`src/rtl/fifo_axis_reader_if.sv`:
```
// Groups the FIFO read-side and AXI4-Stream master signals of fifo_axis_reader.
// master: the adapter's view (pops the FIFO, drives the stream).
// slave: the environment's view (FIFO head plus stream sink).
`timescale 1ns/1ps
interface fifo_axis_reader_if #(
    parameter int DATA_WIDTH = 32
);
    logic                  if_empty_n;
    logic [DATA_WIDTH-1:0] if_dout;
    logic                  if_read;
    logic                  if_read_ce;
    logic                  m_axis_tvalid;
    logic                  m_axis_tready;
    logic [DATA_WIDTH-1:0] m_axis_tdata;
    logic                  m_axis_tlast;

    modport master (
        input  if_empty_n,
        input  if_dout,
        output if_read,
        output if_read_ce,
        output m_axis_tvalid,
        input  m_axis_tready,
        output m_axis_tdata,
        output m_axis_tlast
    );

    modport slave (
        output if_empty_n,
        output if_dout,
        input  if_read,
        input  if_read_ce,
        input  m_axis_tvalid,
        output m_axis_tready,
        input  m_axis_tdata,
        input  m_axis_tlast
    );
endinterface

```
`src/rtl/fifo_axis_reader.sv`:
```
// Purpose: drains an FWFT FIFO into an AXI4-Stream master, framing fixed PKT_LEN packets via tlast.
// Latency: 1 cycle from FIFO pop to tvalid; 1 beat/cycle sustained with occupancy 1.
// Backpressure: 2-entry head/skid buffer, so tready never reaches if_read combinationally.
// Optional macro FIFO_AXIS_READER_STATS_EN adds stat_beats/stat_pkts handshake counters.
`timescale 1ns/1ps
module fifo_axis_reader #(
    parameter int DATA_WIDTH = 32,
    parameter int PKT_LEN    = 16
) (
    input  logic                clk,
    input  logic                reset_n,
    fifo_axis_reader_if.master  bus
`ifdef FIFO_AXIS_READER_STATS_EN
    ,
    output logic [31:0]         stat_beats,
    output logic [31:0]         stat_pkts
`endif
);

    // A single-beat packet still needs a 1-bit counter that never leaves 0.
    localparam int BCNT_W = (PKT_LEN > 1) ? $clog2(PKT_LEN) : 1;
    localparam logic [BCNT_W-1:0] BCNT_LAST = BCNT_W'(PKT_LEN - 1);

    // Buffer occupancy encodings.
    localparam logic [1:0] OCC_EMPTY = 2'd0;
    localparam logic [1:0] OCC_ONE   = 2'd1;
    localparam logic [1:0] OCC_FULL  = 2'd2;

    logic [1:0]            occ_q, occ_d;
    logic [DATA_WIDTH-1:0] head_dat_q, head_dat_d;
    logic                  head_last_q, head_last_d;
    logic [DATA_WIDTH-1:0] skid_dat_q, skid_dat_d;
    logic                  skid_last_q, skid_last_d;
    logic [BCNT_W-1:0]     bcnt_q, bcnt_d;

    logic push;
    logic drain;
    logic tvalid;
    logic last_flag;

    // The pop decision uses only registered occupancy and FIFO status; reset gates it off.
    assign push      = bus.if_empty_n & (occ_q != OCC_FULL) & reset_n;
    assign tvalid    = (occ_q != OCC_EMPTY);
    assign drain     = tvalid & bus.m_axis_tready;
    assign last_flag = (bcnt_q == BCNT_LAST);

    assign bus.if_read       = push;
    assign bus.if_read_ce    = 1'b1;
    assign bus.m_axis_tvalid = tvalid;
    assign bus.m_axis_tdata  = head_dat_q;
    assign bus.m_axis_tlast  = head_last_q;

    // Next-state for buffer entries, occupancy and the packet beat counter.
    always_comb begin
        occ_d       = occ_q;
        head_dat_d  = head_dat_q;
        head_last_d = head_last_q;
        skid_dat_d  = skid_dat_q;
        skid_last_d = skid_last_q;
        bcnt_d      = bcnt_q;

        // Packet framing follows the FIFO side, so stalls on the stream never shift tlast.
        if (push) begin
            bcnt_d = last_flag ? '0 : bcnt_q + 1'b1;
        end

        case ({push, drain})
            2'b10: begin
                occ_d = occ_q + 2'd1;
                if (occ_q == OCC_EMPTY) begin
                    head_dat_d  = bus.if_dout;
                    head_last_d = last_flag;
                end else begin
                    skid_dat_d  = bus.if_dout;
                    skid_last_d = last_flag;
                end
            end
            2'b01: begin
                occ_d = occ_q - 2'd1;
                if (occ_q == OCC_FULL) begin
                    head_dat_d  = skid_dat_q;
                    head_last_d = skid_last_q;
                end
            end
            2'b11: begin
                // Push never happens when full, so the only case here is replacing the head.
                if (occ_q == OCC_ONE) begin
                    head_dat_d  = bus.if_dout;
                    head_last_d = last_flag;
                end
            end
            default: begin
            end
        endcase
    end

    // Buffer and counter state; reset discards buffered beats and restarts the packet.
    always_ff @(posedge clk or negedge reset_n) begin
        if (!reset_n) begin
            occ_q       <= OCC_EMPTY;
            head_dat_q  <= '0;
            head_last_q <= 1'b0;
            skid_dat_q  <= '0;
            skid_last_q <= 1'b0;
            bcnt_q      <= '0;
        end else begin
            occ_q       <= occ_d;
            head_dat_q  <= head_dat_d;
            head_last_q <= head_last_d;
            skid_dat_q  <= skid_dat_d;
            skid_last_q <= skid_last_d;
            bcnt_q      <= bcnt_d;
        end
    end

`ifdef FIFO_AXIS_READER_STATS_EN
    logic [31:0] stat_beats_q, stat_beats_d;
    logic [31:0] stat_pkts_q, stat_pkts_d;

    // Handshake counters, free-running modulo 2^32.
    always_comb begin
        stat_beats_d = stat_beats_q;
        stat_pkts_d  = stat_pkts_q;
        if (drain) begin
            stat_beats_d = stat_beats_q + 32'd1;
            if (head_last_q) begin
                stat_pkts_d = stat_pkts_q + 32'd1;
            end
        end
    end

    // Counter registers.
    always_ff @(posedge clk or negedge reset_n) begin
        if (!reset_n) begin
            stat_beats_q <= '0;
            stat_pkts_q  <= '0;
        end else begin
            stat_beats_q <= stat_beats_d;
            stat_pkts_q  <= stat_pkts_d;
        end
    end

    assign stat_beats = stat_beats_q;
    assign stat_pkts  = stat_pkts_q;
`endif

endmodule

```
`src/flat_wrapper.sv`:
```
// flat-port wrapper written by rule: the top's interface ports become plain ports
module fifo_axis_reader_flat 
#(
    parameter int DATA_WIDTH = 32,
    parameter int PKT_LEN    = 16
)
  (clk, reset_n, bus_if_empty_n, bus_if_dout, bus_if_read, bus_if_read_ce, bus_m_axis_tvalid, bus_m_axis_tready, bus_m_axis_tdata, bus_m_axis_tlast);
  fifo_axis_reader_if #(.DATA_WIDTH(DATA_WIDTH)) bus_i ();
  input  logic clk;
  input  logic reset_n;
  input wire logic [$bits(bus_i.if_empty_n)-1:0] bus_if_empty_n;
  input wire logic [$bits(bus_i.if_dout)-1:0] bus_if_dout;
  output wire logic [$bits(bus_i.if_read)-1:0] bus_if_read;
  output wire logic [$bits(bus_i.if_read_ce)-1:0] bus_if_read_ce;
  output wire logic [$bits(bus_i.m_axis_tvalid)-1:0] bus_m_axis_tvalid;
  input wire logic [$bits(bus_i.m_axis_tready)-1:0] bus_m_axis_tready;
  output wire logic [$bits(bus_i.m_axis_tdata)-1:0] bus_m_axis_tdata;
  output wire logic [$bits(bus_i.m_axis_tlast)-1:0] bus_m_axis_tlast;
  assign bus_i.if_empty_n = bus_if_empty_n;
  assign bus_i.if_dout = bus_if_dout;
  assign bus_if_read = bus_i.if_read;
  assign bus_if_read_ce = bus_i.if_read_ce;
  assign bus_m_axis_tvalid = bus_i.m_axis_tvalid;
  assign bus_i.m_axis_tready = bus_m_axis_tready;
  assign bus_m_axis_tdata = bus_i.m_axis_tdata;
  assign bus_m_axis_tlast = bus_i.m_axis_tlast;
  fifo_axis_reader #(.DATA_WIDTH(DATA_WIDTH), .PKT_LEN(PKT_LEN)) u_core (.clk(clk), .reset_n(reset_n), .bus(bus_i));
endmodule
```
`config.mk`:
```
export PLATFORM = sky130hd
export DESIGN_NAME = fifo_axis_reader_flat
export DESIGN_NICKNAME = d
export VERILOG_FILES = /design/src/rtl/fifo_axis_reader_if.sv /design/src/rtl/fifo_axis_reader.sv /design/src/flat_wrapper.sv
export SDC_FILE = /design/constraint.sdc
export NUM_CORES = 1
export LEC_CHECK = 0
export ABC_AREA = 1
export ABC_CLOCK_PERIOD_IN_PS = 4100
export CELL_PAD_IN_SITES_DETAIL_PLACEMENT = 2
export CELL_PAD_IN_SITES_GLOBAL_PLACEMENT = 2
export CORE_MARGIN = 4
export CORE_UTILIZATION = 25
export CTS_BUF_LIST = sky130_fd_sc_hd__clkbuf_2
export DETAILED_ROUTE_END_ITERATION = 10
export GPL_TIMING_DRIVEN = 0
export PLACE_DENSITY = 0.69
export SLEW_MARGIN = 25
export SYNTH_ARGS = -nofsm -noshare
export SYNTH_HDL_FRONTEND = slang
export SYNTH_SLANG_ARGS = --single-unit
```
`constraint.sdc`:
```
create_clock -name clk -period 4.1 [get_ports clk]
set_input_delay 0.615 -clock clk [delete_from_list [all_inputs] [get_ports clk]]
set_output_delay 0.615 -clock clk [all_outputs]
set_load 0.03 [all_outputs]
```
==> results of run 1 <==
## cell usage after synthesis
library cell	number	area share, %
buf_2	8	1.2
nand3_1	37	5.5
inv_2	3	0.34
clkbuf_1	4	0.45
ha_1	8	3.0
nor2_1	1	0.11
nand4_1	2	0.37
nand2_1	143	16
or2_0	1	0.19
o21ai_1	9	1.3
buf_4	11	2.5
dfrtp_1	72	54
conb_1	1	0.11
inv_1	40	4.5
clkbuf_2	1	0.15
nand2_2	3	0.56
o21ai_0	62	9.3
xnor2_1	2	0.52
nor2_2	1	0.19
## path summary, 6_finish.rpt
check                                                     endpoint  slack (ps)  cells after the start
max reg2reg                u_core.bus.m_axis_tdata[25]$_DFFE_PN0P_        1680                     10
max in group asynchronous              u_core.occ_q[1]$_DFFE_PN0P_        3040                      3
min                         u_core.bus.m_axis_tdata[7]$_DFFE_PN0P_         500                      2
min in group clk           u_core.bus.m_axis_tdata[12]$_DFFE_PN0P_         500                      2
max                                                    bus_if_read         390                      6
min reg2reg                u_core.bus.m_axis_tdata[12]$_DFFE_PN0P_         500                      2
## layer usage
metal	track usage (%)	up-vias	share of wire (%)
met2	26.23	48	49
met3	2.316	16	3.2
met4	6.436	0	2.0
li1	-	1450	-
met1	18.59	1507	45
met5	0	-	0
## cell type report
class | count | area [um^2]
fillers | 1558 | 8785
flip-flops and latches | 72 | 1802
multi-input cells | 270 | 1246
repair buffers | 72 | 735.7
well taps | 176 | 220.2
inverters | 43 | 161.4
plain buffers | 24 | 142.6
clock inverters | 5 | 50.05
clock buffers | 9 | 45.04
diodes | 1 | 2.502
## metrics by stage
step / std cells / total power, mW / instance area, um^2 / utilization [%]
after floorplan: 409 / 2.177 / 3352 / -
after global placement: 655 / 2.764 / 4273 / 32.39
after detailed placement: 656 / 2.864 / 4298 / 32.58
after CTS: 671 / 3.270 / 4403 / 33.38
after global routing: 671 / 3.491 / 4403 / 33.38
final: 672 / 3.202 / 4405 / 33.40
## flip-flops by register name, summed over array words and instances (netlist names)
register / count
u_core.bcnt_q: 4
u_core.skid_last_q: 1
u_core.occ_q: 2
u_core.bus.m_axis_tdata: 32
u_core.bus.m_axis_tlast: 1
u_core.skid_dat_q: 32
## logic make-up after synthesis
logic type,count (synthesis)
AOI/OAI and AO/OA,71
xor gates and xnor gates,2
adders and majority gates,8
buffers and inverters,67
DFF,72
other,1
and+or+nand+nor,188
## worst max-delay path: cells and delay by family
family | cells | cell delay (ps)
simple gates | 2 | 480
buf+inv | 4 | 1970
## placed cells by master (no fill, tap or decap)
| cell type | netlist | routed |
|---|---|---|
| nor2_2 | 1 | 1 |
| inv_2 | 3 | 3 |
| clkinv_2 | 0 | 1 |
| clkbuf_2 | 1 | 10 |
| clkdlybuf4s50_1 | 0 | 69 |
| buf_16 | 0 | 1 |
| nand2_2 | 3 | 3 |
| dfrtp_1 | 72 | 72 |
| ha_1 | 8 | 8 |
| inv_1 | 40 | 40 |
| o21ai_0 | 62 | 62 |
| o21ai_1 | 9 | 9 |
| clkinv_1 | 0 | 2 |
| xnor2_1 | 2 | 2 |
| conb_1 | 1 | 1 |
| bufinv_16 | 0 | 1 |
| clkinvlp_4 | 0 | 1 |
| or2_0 | 1 | 1 |
| nand3_1 | 37 | 37 |
| buf_2 | 8 | 8 |
| clkbuf_1 | 4 | 4 |
| buf_4 | 11 | 12 |
| nand4_1 | 2 | 2 |
| nor2_1 | 1 | 1 |
| dlygate4sd3_1 | 0 | 1 |
| nand2_1 | 143 | 143 |
| diode_2 | 0 | 1 |
## power by group through the flow
stage	sequential, mW	combinational (mW)	clock [mW]
final	1.21	1.60	0.392
after floorplan	1.47	0.709	0
after detailed placement	1.23	1.63	0
after global routing	1.26	1.79	0.438
after global placement	1.21	1.56	0
after CTS	1.21	1.64	0.413
==> flow_summary.yaml, run 1 <==
status:
  status: "complete, no violations"
floorplan:
  dieHeight_um: 123.8
  std_cell_rows: 42
  ios: 72
  core_area_um2: 13190
  die_area_um2: 15320
  die_x_um: 123.8
  start_util_pct: 25.41
clocking:
  clock-sinks: 72
  clk_latency_ps: 560
  postCtsHoldBufs: 1
  postCtsSetupBuffers: 0
  clk_pin_slew_ps: 200
  numCtsBuffers: 9
  clock_path_buffers: 2
  clockRootBuffer: "clkbuf_2"
  htreeDepth: 3
  ctsResizeCount: 0
  cts_tree: "built"
route:
  first_pass_iters: 4
  ant_nets: 0
  via_per_inst: 4.496
  vias: 3021
  wl_per_cell_um: 16.01
  wl_um: 10760
  drt_iter0_markers: 123
  drc: 0
logic_synthesis:
  postSynthAreaPerCell_um2: 8.196
  synthMuxAreaShare_pct: 0
  yosysWarnings: 0
  synth.yosys.seq_area_share_pct: 53.75
  synth_compound_area_share_pct: 10.60
  synth-xor-area-share_pct: 0.5226
  yosys_register_bits: 72
  synth_top_family_by_area: "simple AND/OR/NAND/NOR gates"
  syn-instance-count: 409
  netlist_area_um2: 3352
  synth-simple-area-share_pct: 22.96
  synthAdderAreaFrac_pct: 2.986
  syn_nets: 453
  synth_cell_types: 19
critical_path:
  slowest_stage: "clkdlybuf4s50_1"
  crit-reg2reg-launch: "u_core.occ_q[0]$_DFFE_PN0P_"
  worstSetupEndpointType: "primary output"
  critPathArrivalTime_ps: 3100
  worstPathCellList: "dlygate4sd3_1 > buf_4 > buf_16 > nand2_1 > nor2_2 > clkdlybuf4s50_1"
  critical_path_required_ps: 3480
  critPathKind: "primary input to primary output"
  critPathLaunchType: "primary input"
  crit_path_max_incr_delay_ps: 770
  startpoint: "reset_n"
  path_max_fanout: 44
sta:
  slew_viol_final: 0
  fin_crit_ps: 3714
  rsz0062_at_grt: "false"
  setup_tns_ps: 0
  fmax_mhz: 269.3
  setup_viol: 0
  whs_ps: 497.7
  period_share_pct: 90.58
  hold_viol: 0
  fin_skew_ps: 25.82
  fin_ws_ps: 386.3
placed_design:
  gp_congestion: 0.7217
  place_ws_ps: 886.8
  numPortBuffers: 70
  dp_hpwl_um: 7810
pwr:
  p_sw_mw: 1.449
  seq_power_share_pct: 37.7
  p_per_area_nw_per_um2: 726.7
  power_leakage_nw: 2.152
  ir_drop_mv: 0.2856
  comb_power_share_pct: 50.0
  intPower_mw: 1.753
  clockPowerShare_pct: 12.3
  switching_share_pct: 45.26
grt:
  antenna_found_initial: 0
  grtUsageTotal_pct: 15.11
  overflow: 0
  grt_pass1_wl_um: 17700
  grt_max_degree: 45
  grt_pass1_vias: 3470
worst_hold_path:
  hp-class: "primary input to async pin"
run:
  max_cap_viol_count: 0
layout:
  syn_to_final_growth_pct: 31.43
  final_nets: 536
  drive_gt1_share_pct: 8.283
Note: power is estimated with default switching activity, not from simulation.
==> run 2: changes to the inputs <==
--- a/config.mk
+++ b/config.mk
@@ -9,6 +9,7 @@
 export ABC_CLOCK_PERIOD_IN_PS = 4100
 export CELL_PAD_IN_SITES_DETAIL_PLACEMENT = 2
 export CELL_PAD_IN_SITES_GLOBAL_PLACEMENT = 2
+export CORE_ASPECT_RATIO = 0.6
 export CORE_MARGIN = 4
 export CORE_UTILIZATION = 25
 export CTS_BUF_LIST = sky130_fd_sc_hd__clkbuf_2
==> run 2 against run 1 <==
Combinational power hardly changed; sequential power hardly changed; sequential share of layout area decreased by 0.66 points; cell count decreased by 0.89%; clock skew grew 2.9 ps; maximum frequency increased by 0.97%; first-iteration DRC count decreased by 8.1%; non-clock buffer count unchanged; core utilization grew 1.1 points; via count rose by 1.2%; global-route usage decreased by 0.51 points; critical endpoint unchanged.
==> flow_summary.yaml, run 2 (synthesized netlist as in run 1, its figures left out) <==
pwr:
  p_sw_mw: 1.446
  clockPowerShare_pct: 17.3
  seq_power_share_pct: 35.9
  power_leakage_nw: 2.193
  p_per_area_nw_per_um2: 757.0
  intPower_mw: 1.944
  switching_share_pct: 42.66
  comb_power_share_pct: 46.8
  ir_drop_mv: 0.2583
layout:
  post-route-cell-area_um2: 4478
  final_common_cell: "nand2_1"
  final_cell_mix: "143 x nand2_1, 72 x dfrtp_1, 69 x clkdlybuf4s50_1"
  syn_to_final_growth_pct: 33.59
  final_nets: 536
  fin_cells: 666
  drive_gt1_share_pct: 8.669
  antenna_cells: 0
sta:
  setup_tns_ps: 0
  fin_skew_ps: 28.71
  hold_viol: 0
  fin_crit_ps: 3678
  fmax_mhz: 271.9
  setup_viol: 0
  fin_ws_ps: 422.0
  rsz0062_at_grt: "false"
  period_share_pct: 89.71
  slew_viol_final: 0
floorplan:
  die_area_um2: 15380
  std_cell_rows: 32
  dieHeight_um: 97.69
  die_x_um: 157.5
  core_area_um2: 12970
  start_util_pct: 25.84
  ios: 72
clocking:
  clk_pin_slew_ps: 210
  clock_path_buffers: 2
  clock-sinks: 72
  numCtsBuffers: 9
  clk_latency_ps: 530
  clockRootBuffer: "clkbuf_2"
  htreeDepth: 3
  cts_tree: "built"
  ctsResizeCount: 0
route:
  drt_iter0_markers: 113
  vias: 3056
  drc: 0
  wl_per_cell_um: 15.88
  via_per_inst: 4.589
  ant_nets: 0
  first_pass_iters: 4
  wl_um: 10580
critical_path:
  crit_path_max_incr_delay_ps: 760
  path_max_fanout: 46
  critical_path_required_ps: 3480
  critPathKind: "primary input to primary output"
  worstSetupEndpointType: "primary output"
  critPathLaunchType: "primary input"
  critPathTopFamily: "buffers and inverters"
  path_buf_inv: 4
  worstPathCellList: "dlygate4sd3_1 > buf_4 > buf_16 > nand2_1 > nor2_2 > clkdlybuf4s50_1"
  slowest_stage: "clkdlybuf4s50_1"
  critPathArrivalTime_ps: 3060
placed_design:
  gp_congestion: 0.7135
  dp.cells: 650
  dpl_cell_area_um2: 4290
  numPortBuffers: 70
  place_ws_ps: 906.3
  dp_hpwl_um: 7718
worst_hold_path:
  hp-class: "register to register"
grt:
  grtUsageTotal_pct: 14.60
  grt_max_degree: 47
  overflow: 0
  antenna_found_initial: 0
  grt_pass1_wl_um: 17910
  grt_pass1_vias: 3386
status:
  status: "complete, no violations"
run:
  max_cap_viol_count: 0
run 2: changes by cell type in the layout (fill, tap and decap cells not counted), sizes merged:
cell      delta
bufinv       +3
clkinv       -1
clkinvlp     -1
diode        -1
run 2: what timing repair did:
| item | 4_1_cts | 5_1_grt |
|---|---|---|
| hold buffers | 1 | 0 |
| endpoints found under the hold margin | 28 | 0 |
| setup buffers | 0 | 0 |
run 2: stage by stage:
step	power [mW]	util [%]	hold WS, ps
after CTS	3.453	34.52	478.6
after floorplan	2.177	-	319.4
after global placement	2.779	32.88	454.5
final	3.390	34.52	501.3
after global routing	3.677	34.52	470.9
after detailed placement	2.848	33.07	460.2
run 2: layout make-up:
cell class / count / area, um^2
flip-flops and latches: 72 / 1802
fillers: 1487 / 8494
plain buffers: 24 / 142.6
well taps: 170 / 212.7
inverters: 43 / 161.4
clock inverters: 6 / 132.6
multi-input cells: 270 / 1246
clock buffers: 9 / 45.04
repair buffers: 72 / 735.7
run 2: per-layer routing:
| metal | share of wire [%] | global-route usage, % |
|---|---|---|
| met1 | 51 | 21.16 |
| met3 | 5.2 | 4.317 |
| met5 | 0 | 0 |
| met4 | 0.79 | 2.776 |
| met2 | 43 | 21.65 |
run 2: final timing paths:
kind / from / to / slack [ps] / cells past startpoint
max: reset_n / bus_if_read / 420 / 6
min: u_core.bus.m_axis_tdata[14]$_DFFE_PN0P_ / u_core.bus.m_axis_tdata[14]$_DFFE_PN0P_ / 500 / 2
max reg2reg: u_core.occ_q[0]$_DFFE_PN0P_ / u_core.bus.m_axis_tdata[22]$_DFFE_PN0P_ / 1660 / 10
min reg2reg: u_core.bus.m_axis_tdata[14]$_DFFE_PN0P_ / u_core.bus.m_axis_tdata[14]$_DFFE_PN0P_ / 500 / 2
max in group asynchronous: reset_n / u_core.bus.m_axis_tdata[23]$_DFFE_PN0P_ / 2960 / 3
min in group asynchronous: reset_n / u_core.bus.m_axis_tdata[30]$_DFFE_PN0P_ / 520 / 2
run 2: tightest hold or removal path, stage by stage (launching register included):
cell and delay, ps:
dfrtp_1 390, nand2_1 50, nand2_1 50
run 2: power by group through the flow:
stage                     Combinational, mW  Clock, mW  Sequential, mW
after floorplan                       0.709          0            1.47
after global placement                 1.56          0            1.22
after detailed placement               1.62          0            1.23
after CTS                              1.63      0.608            1.22
after global routing                   1.77      0.639            1.26
final                                  1.59      0.587            1.22
==> run 3: changes to the inputs <==
--- a/config.mk
+++ b/config.mk
@@ -6,7 +6,7 @@
 export NUM_CORES = 1
 export LEC_CHECK = 0
 export ABC_AREA = 1
-export ABC_CLOCK_PERIOD_IN_PS = 4100
+export ABC_CLOCK_PERIOD_IN_PS = 3000
 export CELL_PAD_IN_SITES_DETAIL_PLACEMENT = 2
 export CELL_PAD_IN_SITES_GLOBAL_PLACEMENT = 2
 export CORE_ASPECT_RATIO = 0.6
@@ -15,8 +15,8 @@
 export CTS_BUF_LIST = sky130_fd_sc_hd__clkbuf_2
 export DETAILED_ROUTE_END_ITERATION = 10
 export GPL_TIMING_DRIVEN = 0
-export PLACE_DENSITY = 0.69
-export SLEW_MARGIN = 25
+export PLACE_DENSITY = 0.72
+export SLEW_MARGIN = 20
 export SYNTH_ARGS = -nofsm -noshare
 export SYNTH_HDL_FRONTEND = slang
 export SYNTH_SLANG_ARGS = --single-unit
==> constraint.sdc (replaced) <==
create_clock -name clk -period 3 [get_ports clk]
set_input_delay 0.45 -clock clk [delete_from_list [all_inputs] [get_ports clk]]
set_output_delay 0.45 -clock clk [all_outputs]
set_load 0.03 [all_outputs]
==> run 3 against run 2 <==
Sequential share of layout area grew 0.57 points; global-route usage up 0.17 points; critical path type unchanged; largest power group unchanged; die area is the same; critical endpoint unchanged.
==> flow_summary.yaml, run 3 (synthesized netlist as in run 1, its figures left out) <==
clocking:
  htreeDepth: 3
  numCtsBuffers: 9
  clockRootBuffer: "clkbuf_2"
  cts_tree: "built"
  clock_path_buffers: 2
  clk_pin_slew_ps: 220
  clock-sinks: 72
  clk_latency_ps: 550
  postCtsSetupBuffers: 0
critical_path:
  path_max_fanout: 11
  critical_path_required_ps: 2550
  critPathKind: "primary input to primary output"
  reg2reg_slack_ps: 740
  r2r_cells: 10
  critPathLaunchType: "primary input"
  critPathArrivalTime_ps: 2300
  r2r-end: "u_core.bus.m_axis_tdata[20]$_DFFE_PN0P_"
  worstSetupEndpointType: "primary output"
  crit-reg2reg-launch: "u_core.occ_q[0]$_DFFE_PN0P_"
layout:
  post-route-cell-area_um2: 4415
  multi_input_area_um2: 1251
  final_nets: 538
  final_cell_mix: "143 x nand2_1, 72 x dfrtp_1, 69 x clkdlybuf4s50_1"
  final_common_cell: "nand2_1"
  seq_area_um2: 1802
  fillers: 1508
  syn_to_final_growth_pct: 31.73
  drive_gt1_share_pct: 8.835
floorplan:
  core_area_um2: 12970
  dieHeight_um: 97.69
  die_x_um: 157.5
  die_area_um2: 15380
  std_cell_rows: 32
  ios: 72
  start_util_pct: 25.84
placed_design:
  gp_congestion: 0.7465
  dp_hpwl_um: 7996
  dpl_cell_area_um2: 4290
  numPortBuffers: 70
route:
  wl_per_cell_um: 16.28
  ant_nets: 0
  via_per_inst: 4.529
  drt_iter0_markers: 105
  wl_um: 10890
  drc: 0
  first_pass_iters: 4
  vias: 3030
worst_hold_path:
  worstHoldStart: "bus_if_dout[29]"
  holdPathStages: 3
  min_to: "u_core.skid_dat_q[29]$_DFFE_PN0P_"
  hp-class: "primary input to register"
sta:
  fmax_mhz: 363.5
  slew_viol_final: 0
  fin_crit_ps: 2751
  period_share_pct: 91.71
  setup_viol: 0
  rsz0062_at_grt: "false"
  fin_skew_ps: 28.89
  hold_viol: 0
grt:
  grt_pass1_vias: 3357
  grtUsageTotal_pct: 14.77
  overflow: 0
  grt_max_degree: 52
  grt_pass1_wl_um: 17850
  antenna_found_initial: 0
pwr:
  ir_drop_mv: 0.3098
  report.power.total_mw: 4.310
  p_per_area_nw_per_um2: 976.1
  power_leakage_nw: 2.163
status:
  status: "complete, no violations"
run:
  max_cap_viol_count: 0
run 3: how the worst max path moves through the flow:
stage | start | to | slack, ps | depth (start not counted)
2_1_floorplan | u_core.occ_q[0]$_DFFE_PN0P_ | u_core.bus.m_axis_tdata[10]$_DFFE_PN0P_ | 840 | 11
3_3_place_gp | reset_n | u_core.bus.m_axis_tdata[20]$_DFFE_PN0P_ | -2530 | 10
3_5_place_dp | reset_n | u_core.bus.m_axis_tdata[20]$_DFFE_PN0P_ | 70 | 11
4_1_cts | u_core.occ_q[0]$_DFFE_PN0P_ | bus_if_read | 50 | 4
5_1_grt | u_core.occ_q[0]$_DFFE_PN0P_ | bus_if_read | 100 | 4
6_report | reset_n | bus_if_read | 250 | 6
run 3: per-stage QoR:
step	cells	hold slack (ps)	setup TNS (ps)	utilization, %	worst slack, ps
after detailed placement	650	374.5	0	33.07	68.95
after CTS	668	408.0	0	34.02	52.41
after floorplan	409	154.4	0	-	840.9
final	669	447.9	0	34.04	248.8
after global placement	649	458.8	-259230	32.88	-2528
after global routing	668	395.8	0	34.02	96.10
run 3: routing by layer:
layer | global-route usage [%] | routed length, um | vias to the layer above
met2 | 21.65 | 4730 | 54
met5 | 0 | 0 | -
met1 | 21.73 | 5606 | 1511
met4 | 2.578 | 66 | 0
met3 | 4.361 | 486 | 8
li1 | - | - | 1457
run 3: power by group:
| group | leakage [nW] | internal [mW] | switching [mW] |
|---|---|---|---|
| registers | 0.907 | 1.40 | 0.260 |
| logic | 1.20 | 0.826 | 1.37 |
| clock network | 0.0526 | 0.0995 | 0.358 |
| total | 2.16 | 2.33 | 1.98 |
run 3: critical path, cell delays in order:
cell	delay, ps
dlygate4sd3_1	530
buf_4	130
buf_16	120
nand2_1	100
nor2_4	230
clkdlybuf4s50_1	730
run 3: layout make-up:
| type | count | area share (%) |
|---|---|---|
| flip-flops and latches | 72 | 40.80 |
| multi-input cells | 270 | 28.34 |
| repair buffers | 74 | 17.40 |
| well taps | 170 | 4.817 |
| inverters | 43 | 3.655 |
| plain buffers | 24 | 3.230 |
| clock buffers | 10 | 1.133 |
| clock inverters | 5 | 0.5667 |
| diodes | 1 | 0.05667 |
run 3: timing repair:
| item | in CTS | in global routing |
|---|---|---|
| hold endpoints to repair | 21 | 0 |
| hold buffers | 3 | 0 |
| resized for setup | 0 | 1 |
| setup endpoints to repair | 0 | 1 |
